### src/rtl/vga_timing_pkg.sv
// vga_timing_pkg: default 640x480@60 raster timing, sync windows and the shared
// 10-bit screen coordinate type used by the object generators.
package vga_timing_pkg;
    typedef logic [9:0] coord_t;
    localparam int DEF_CLK_DIV   = 2;
    localparam int DEF_H_VISIBLE = 640;
    localparam int DEF_H_FRONT   = 16;
    localparam int DEF_H_SYNC    = 96;
    localparam int DEF_H_BACK    = 48;
    localparam int DEF_V_VISIBLE = 480;
    localparam int DEF_V_FRONT   = 10;
    localparam int DEF_V_SYNC    = 2;
    localparam int DEF_V_BACK    = 33;
    localparam int DEF_H_TOTAL   = DEF_H_VISIBLE + DEF_H_FRONT + DEF_H_SYNC + DEF_H_BACK;
    localparam int DEF_V_TOTAL   = DEF_V_VISIBLE + DEF_V_FRONT + DEF_V_SYNC + DEF_V_BACK;
    localparam coord_t DEF_HS_START = coord_t'(DEF_H_VISIBLE + DEF_H_FRONT);
    localparam coord_t DEF_HS_END   = coord_t'(DEF_H_VISIBLE + DEF_H_FRONT + DEF_H_SYNC - 1);
    localparam coord_t DEF_VS_START = coord_t'(DEF_V_VISIBLE + DEF_V_FRONT);
    localparam coord_t DEF_VS_END   = coord_t'(DEF_V_VISIBLE + DEF_V_FRONT + DEF_V_SYNC - 1);

    function automatic logic in_span(input coord_t c, input coord_t lo, input coord_t hi);
        return c >= lo && c <= hi;
    endfunction
endpackage

### src/rtl/pixel_tick_gen.sv
// pixel_tick_gen: divides the board clock down to a registered one-clk pixel strobe.
module pixel_tick_gen #(
    parameter int CLK_DIV = 2
) (
    input  logic clk,
    input  logic reset_n,
    output logic pixel_tick
);
    localparam logic [3:0] DIV_MAX = 4'(CLK_DIV - 1);
    logic [3:0] div_q, div_d;
    logic       tick_q, tick_d;

    always_comb begin
        tick_d = div_q == DIV_MAX;
        div_d  = tick_d ? 4'd0 : div_q + 4'd1;
    end

    always_ff @(posedge clk) begin
        if (!reset_n) begin
            div_q  <= 4'd0;
            tick_q <= 1'b0;
        end else begin
            div_q  <= div_d;
            tick_q <= tick_d;
        end
    end

    assign pixel_tick = tick_q;
endmodule

### src/rtl/vga_sync_gen.sv
// vga_sync_gen: raster counters with sync/blank/frame decode registered alongside
// the counts, so every output is coherent with HCount/VCount on the same cycle.
module vga_sync_gen
    import vga_timing_pkg::*;
#(
    parameter int CLK_DIV   = DEF_CLK_DIV,
    parameter int H_VISIBLE = DEF_H_VISIBLE,
    parameter int H_FRONT   = DEF_H_FRONT,
    parameter int H_SYNC    = DEF_H_SYNC,
    parameter int H_BACK    = DEF_H_BACK,
    parameter int V_VISIBLE = DEF_V_VISIBLE,
    parameter int V_FRONT   = DEF_V_FRONT,
    parameter int V_SYNC    = DEF_V_SYNC,
    parameter int V_BACK    = DEF_V_BACK
) (
    input  logic       clk,
    input  logic       reset_n,
    output logic [9:0] HCount,
    output logic [9:0] VCount,
    output logic       HSync,
    output logic       VSync,
    output logic       video_on,
    output logic       pixel_tick,
    output logic       frame_start
);
    localparam int H_TOTAL = H_VISIBLE + H_FRONT + H_SYNC + H_BACK;
    localparam int V_TOTAL = V_VISIBLE + V_FRONT + V_SYNC + V_BACK;
    localparam coord_t H_LAST   = coord_t'(H_TOTAL - 1);
    localparam coord_t V_LAST   = coord_t'(V_TOTAL - 1);
    localparam coord_t H_VIS    = coord_t'(H_VISIBLE);
    localparam coord_t V_VIS    = coord_t'(V_VISIBLE);
    localparam coord_t HS_START = coord_t'(H_VISIBLE + H_FRONT);
    localparam coord_t HS_END   = coord_t'(H_VISIBLE + H_FRONT + H_SYNC - 1);
    localparam coord_t VS_START = coord_t'(V_VISIBLE + V_FRONT);
    localparam coord_t VS_END   = coord_t'(V_VISIBLE + V_FRONT + V_SYNC - 1);

    if (H_TOTAL > 1024 || V_TOTAL > 1024) begin : g_bad_total
        $error("vga_sync_gen: H_TOTAL/V_TOTAL must not exceed 1024");
    end
    if (CLK_DIV < 1 || CLK_DIV > 16) begin : g_bad_div
        $error("vga_sync_gen: CLK_DIV must be in 1..16");
    end

    coord_t hcount_q, hcount_d, vcount_q, vcount_d;
    logic   hsync_q, hsync_d, vsync_q, vsync_d;
    logic   video_on_q, video_on_d, frame_start_q, frame_start_d;
    logic   tick, h_wrap, v_wrap;

    pixel_tick_gen #(.CLK_DIV(CLK_DIV)) u_tick (
        .clk       (clk),
        .reset_n   (reset_n),
        .pixel_tick(tick)
    );

    // Decode only on ticks so the post-reset blank of (0,0) holds until the first advance.
    always_comb begin
        h_wrap        = hcount_q == H_LAST;
        v_wrap        = vcount_q == V_LAST;
        hcount_d      = tick ? (h_wrap ? '0 : hcount_q + 10'd1) : hcount_q;
        vcount_d      = (tick && h_wrap) ? (v_wrap ? '0 : vcount_q + 10'd1) : vcount_q;
        hsync_d       = tick ? !in_span(hcount_d, HS_START, HS_END) : hsync_q;
        vsync_d       = tick ? !in_span(vcount_d, VS_START, VS_END) : vsync_q;
        video_on_d    = tick ? (hcount_d < H_VIS && vcount_d < V_VIS) : video_on_q;
        frame_start_d = tick && h_wrap && v_wrap;
    end

    always_ff @(posedge clk) begin
        if (!reset_n) begin
            hcount_q      <= '0;
            vcount_q      <= '0;
            hsync_q       <= 1'b1;
            vsync_q       <= 1'b1;
            video_on_q    <= 1'b0;
            frame_start_q <= 1'b0;
        end else begin
            hcount_q      <= hcount_d;
            vcount_q      <= vcount_d;
            hsync_q       <= hsync_d;
            vsync_q       <= vsync_d;
            video_on_q    <= video_on_d;
            frame_start_q <= frame_start_d;
        end
    end

    assign HCount      = hcount_q;
    assign VCount      = vcount_q;
    assign HSync       = hsync_q;
    assign VSync       = vsync_q;
    assign video_on    = video_on_q;
    assign pixel_tick  = tick;
    assign frame_start = frame_start_q;
endmodule

### config.mk
export PLATFORM = sky130hd
export DESIGN_NAME = vga_sync_gen
export DESIGN_NICKNAME = d
export VERILOG_FILES = /design/src/rtl/vga_timing_pkg.sv /design/src/rtl/pixel_tick_gen.sv /design/src/rtl/vga_sync_gen.sv
export SDC_FILE = /design/constraint.sdc
export NUM_CORES = 1
export LEC_CHECK = 0
export BUFFER_PORTS_ARGS = -buffer_cell sky130_fd_sc_hd__buf_2
export CORE_MARGIN = 1.5
export CORE_UTILIZATION = 25
export CTS_CLUSTER_SIZE = 16
export DETAILED_ROUTE_END_ITERATION = 10
export PLACE_DENSITY = 0.41
export RECOVER_POWER = 25
export SYNTH_ARGS = -nofsm -noshare
export SYNTH_HDL_FRONTEND = slang
export SYNTH_HIERARCHICAL = 1
export SYNTH_SLANG_ARGS = --single-unit
### constraint.sdc
create_clock -name clk -period 3.3 [get_ports clk]
set_input_delay 0.66 -clock clk [delete_from_list [all_inputs] [get_ports clk]]
set_output_delay 0.66 -clock clk [all_outputs]
set_load 0.01 [all_outputs]
Word level (Yosys, flattened, before mapping) --
Cells that the tools add are included.
Cells by class: bitwise operators 1, multiplexer cells 4, reductions and logical operators 8, $add $sub $neg 3, equality and inequality tests 3, magnitude comparators 6
Operator list (number):
- $mux 10 | 4
- $add 10x1->10 const B | 2
- $eq 10x10->1 const B | 2
- $ge 10x10->1 const B | 1
- $ge 10x9->1 const B | 1
- $le 10x10->1 const B | 1
- $le 10x9->1 const B | 1
- $lt 10x10->1 const B | 1
- $lt 10x9->1 const B | 1
- $logic_and 1x1->1 | 5
- $add 4x1->4 const B | 1
- $eq 4x1->1 const B | 1
- $logic_not 1->1 | 2
- $reduce_or 2->1 | 1
- $not 1->1 | 1
Word-level totals: bits of input ports 2, output and inout bits 25, logic and storage cells 33, flip-flop bits (word level) 29

Logic depth before layout (Yosys ltp) --
depth in word-level cells 6, gate-level depth with buffers 10, gate-level depth less buffers 8

Cells and area by module --
Netlist, hierarchy kept.
By module, submodules not included:
- vga_sync_gen | area each 1498.9 um^2, instances 1, cells each 192
- pixel_tick_gen | area each 203.9 um^2, instances 1, cells each 19

Worst setup path before layout --
No wires, ideal clock.
kind reg-to-reg, start register hcount_q[0], in the netlist HCount[0], end register video_on_q, in the netlist video_on, path slack 0.648 ns, period minus slack after synthesis 2.652 ns, arrival 2.592 ns, setup time 0.059 ns, path buffers 2, cell stages (with the launch flop) 10, required time 3.241 ns, cells stage by stage dfxtp_1 > ha_1 > clkbuf_1 > nand2_1 > or4_4 > buf_6 > or3_4 > o311a_1 > nor3b_2 > a41o_1
On the way: longest elaborated chain between the ends 5
RTL lines:
- start: declaration | line vga_sync_gen.sv:44 | coord_t hcount_q, hcount_d, vcount_q, vcount_d;
- start signal: assignment | line vga_sync_gen.sv:76 | hcount_q <= hcount_d;
- $add 10x1->10 / $eq 10x10->1 (equally long branches) | line vga_sync_gen.sv:59, vga_sync_gen.sv:57
- $mux 10 / $logic_and 1x1->1 (equally long branches) | line vga_sync_gen.sv:59, vga_sync_gen.sv:60
- $mux 10, on equally long branches | line vga_sync_gen.sv:59, vga_sync_gen.sv:60
- $lt 10x10->1 / $lt 10x9->1 (equally long branches) | line vga_sync_gen.sv:63 | video_on_d = tick ? (hcount_d < H_VIS && vcount_d < V_VIS) : video_on_q;
- $logic_and 1x1->1 (*) | line vga_sync_gen.sv:63
- end signal: assignment | line vga_sync_gen.sv:80 | video_on_q <= video_on_d;
- end: declaration | line vga_sync_gen.sv:46 | logic video_on_q, video_on_d, frame_start_q, frame_start_d;
Every way passes the cells marked *; elsewhere a longest branch is shown, timed or not. A chain may end at the register's enable or synchronous reset.

Final worst setup path --
start register hcount_q[1], in the netlist HCount[1], end register video_on_q, in the netlist video_on
The elaborated chain is that of the path after synthesis.

==> metrics.md <==
| Metric | Value |
|---|---|
| Critical path data arrival time | 2.97 ns |
| FF-to-FF End | video_on |
| Clock Sinks | 29 |
| Final Critical Period | 2.74 ns |
| Fill count | 724 |
| Initial core utilization | 26.4% |
| Initial DRC Count | 89 |
| Cts bufs inserted | 5 |
| Top cell type by total area after synthesis | dfxtp_1 |
| Period utilisation layout | 83.1% |
| Yosys synthesis warning count | 6 |
| Top-area cell type share of the netlist area | 34.1% |
| RSZ-0062 raised after global routing | false |
| Register area share after synthesis | 34.1% |
| Count of final setup violators | 0 |
| CTS Buffer Depth | 2 |
| # rows | 29 |
| Post-route cell area | 2030 µm² |
| # Post-CTS Setup Buffers | 0 |
| Crit-path cells | ha_1 -> nand2_1 -> or4_4 -> or3_4 -> o311a_1 -> nor3b_2 -> a41o_1 |
| Cell Area, Synth | 1700 µm² |
| FF+latch count, synth | 29 |
| Largest net degree at the start of global routing | 21 |
| Vias in the first global route | 1,483 |
| Hold Path Stages | 1 |
| Crit path max fanout | 15 |
| Worst Clk Skew | 0.0142 ns |
| Die area | 7320 µm² |
| Placer Congestion | 0.765 |
| Worst hold margin | 0.476 ns |
| Worst Hold Class | reg -> reg |
| R2R depth | 7 |
| Remaining antenna violation count after routing | 0 |
| Share of cells above drive strength 1 | 15.6% |
| Antenna violations before repair | 0 |
| Ports | 27 |
| Post-synth top cells | 29 x dfxtp_1, 22 x nor2_1, 18 x nand2_1 |
| DR pass1 iterations | 7 |
| WS Path Type | reg -> reg |
| Hold buffer count at CTS | 0 |
| ANT cells | 0 |
| Vias per cell | 5.04 |
| Post_cts resized | 0 |
| Post-synth ARST share | 0% |
| Min-Delay Startpoint | u_tick/div_q[0] |
| Reg2reg start | HCount[1] |
| Max cap viols | 0 |
| Run status | finished, violations left |
| Most frequent cell after synthesis | dfxtp_1 |
| Drt total wl | 4310 µm |
| Via count | 1,582 |
| Die W | 85.5 µm |
| CP required | 3.53 ns |
| First-pass GRT wire length | 7190 µm |
| CTS tree | yes |
| P per Cell Area | 426 nW/µm² |
| H-tree depth | 2 |
| CP max-delay cell | or4_4 |
| Synth cell types | 48 |
| Clk_lat worst skew | 0.28 ns |
| Area Overhead vs Synth | 19.0% |
| Slew @ Worst Pin | 0.761 ns |
| Core area | 6460 µm² |
| Synthesized area per cell | 8.07 µm² |
| Startpoint Class | register |
| Max stage delay on crit path | 0.55 ns |
| HPWL after DPL | 3130 µm |
| GRT Util Overall | 12.4% |
| Max Freq | 365 MHz |
| Mapped Cells | 211 |
| Die height | 85.5 µm |
| Slew Viols, Final | 0 |
| Avg WL per Cell | 13.7 µm |
| Nets@finish | 243 |
| Leakage power total | 0.717 nW |
| Hold endpoint | u_tick/div_q[0] |
| Setup TNS | 0 ns |
| Critical Path End Type | register |
| Failing checks | DRC |
| Mapped Nets | 218 |
| Dpl cell area | 1910 µm² |
| Max VDD drop | 0.165 mV |
| PortBufs | 26 |
| Synth area leaders | dfxtp_1 34%, nor2_1 4.8%, xnor2_1 4.6% |
| Root Driver | clkbuf_8 |
| Register clock-pin slew on the reported worst setup and hold paths | 0.08 ns |
| Main flop type after synthesis | dfxtp_1 |
| DR DRC count | 1 |
| Max-slew headroom | 49.2% |
| EDFF count, synth | 0 |
| Hold Fails Final Rpt | 0 |
| Total gr overflow | 0 |
| Flop-to-flop setup slack | 0.56 ns |
cells in the final DEF, fill, tap and decap left out, types with 2 or more instances in the layout:
cell type / n
o41ai_1: 2
a31oi_1: 2
nand3b_1: 4
o211ai_1: 2
nand2b_1: 4
and2_1: 4
dfxtp_1: 29
and3_1: 2
ha_1: 5
o21ai_0: 3
nor3b_1: 2
a21boi_0: 8
buf_4: 2
xnor2_1: 9
o311a_1: 2
buf_2: 20
o31ai_1: 2
nor3_1: 6
nor2_1: 22
nand4_1: 10
inv_1: 9
nor2b_1: 6
clkbuf_1: 6
or4_1: 2
nand2_1: 18
a21oi_1: 9
o21ai_1: 2
bufinv_16: 2
or3_1: 2
nand3_1: 11
clkbuf_8: 5
xor2_1: 4
metal layers:
metal | vias to the layer above | GRT usage [%] | routed length, µm
met5 | - | 0 | 0
met4 | 0 | 4.99 | 60
met3 | 7 | 3.46 | 199
met2 | 33 | 17.7 | 1840
met1 | 732 | 17.5 | 2210
li1 | 810 | - | -
per-stage QoR:
stage               setup slack (ns)  util [%]  cells  total power [W]
floorplan                      0.648         -    211         0.000406
global placement               0.624      29.5    306         0.000422
detailed placement             0.579      29.5    306         0.000422
CTS                            0.552      31.6    314         0.000873
global route                   0.414      31.4    314         0.000896
finish                         0.559      31.4    314         0.000863
critical path, delay by kind of cell, from the launching register on:
| kind | cells | cell delay [ns] |
|---|---|---|
| AO/OA/AOI/OAI | 2 | 0.53 |
| adder cells (fa/ha/maj) | 1 | 0.41 |
| flip-flops | 1 | 0.45 |
| AND/OR/NAND/NOR | 4 | 1.31 |
flip-flops by register name (all words and copies together) (netlist names):
name and flops:
video_on 1, VCount 10, HSync 1, HCount 10, frame_start 1, u_tick/pixel_tick 1, u_tick/div_q 4, VSync 1
where the power goes:
| part | switching, W | internal [W] | leakage (nW) |
|---|---|---|---|
| combinational | 0.0000238 | 0.0000194 | 0.414 |
| clock | 0.000151 | 0.000300 | 0.0681 |
| sequential | 0.0000101 | 0.000359 | 0.234 |
| total | 0.000185 | 0.000679 | 0.717 |
final cells by class:
cell class | instances | area (µm²) | area share, %
clock buffers | 5 | 68.8 | 3.40
clock inverters | 3 | 65.1 | 3.21
inverters | 9 | 33.8 | 1.67
multi-input cells | 163 | 1040 | 51.5
flip-flops and latches | 29 | 581 | 28.6
well taps | 77 | 96.3 | 4.75
repair buffers | 28 | 138 | 6.79
kinds of logic after synthesis:
family | share of synthesized area (%)
xor gates and xnor gates | 6.69
adders and majority gates | 3.67
AOI/OAI and AO/OA | 16.5
DFF | 34.1
muxes | 0.588
buffers and inverters | 4.63
and+or+nand+nor | 33.8
worst max-delay path by stage:
stage / slack (ns) / end / cells past startpoint / startpoint
floorplan: 0.65 / video_on / 9 / HCount[0]
global placement: 0.62 / video_on / 7 / HCount[0]
detailed placement: 0.58 / video_on / 7 / HCount[0]
CTS: 0.55 / video_on / 7 / HCount[0]
global route: 0.41 / video_on / 7 / HCount[0]
finish: 0.56 / video_on / 7 / HCount[1]
No activity file was read; power rests on OpenSTA's default activity.
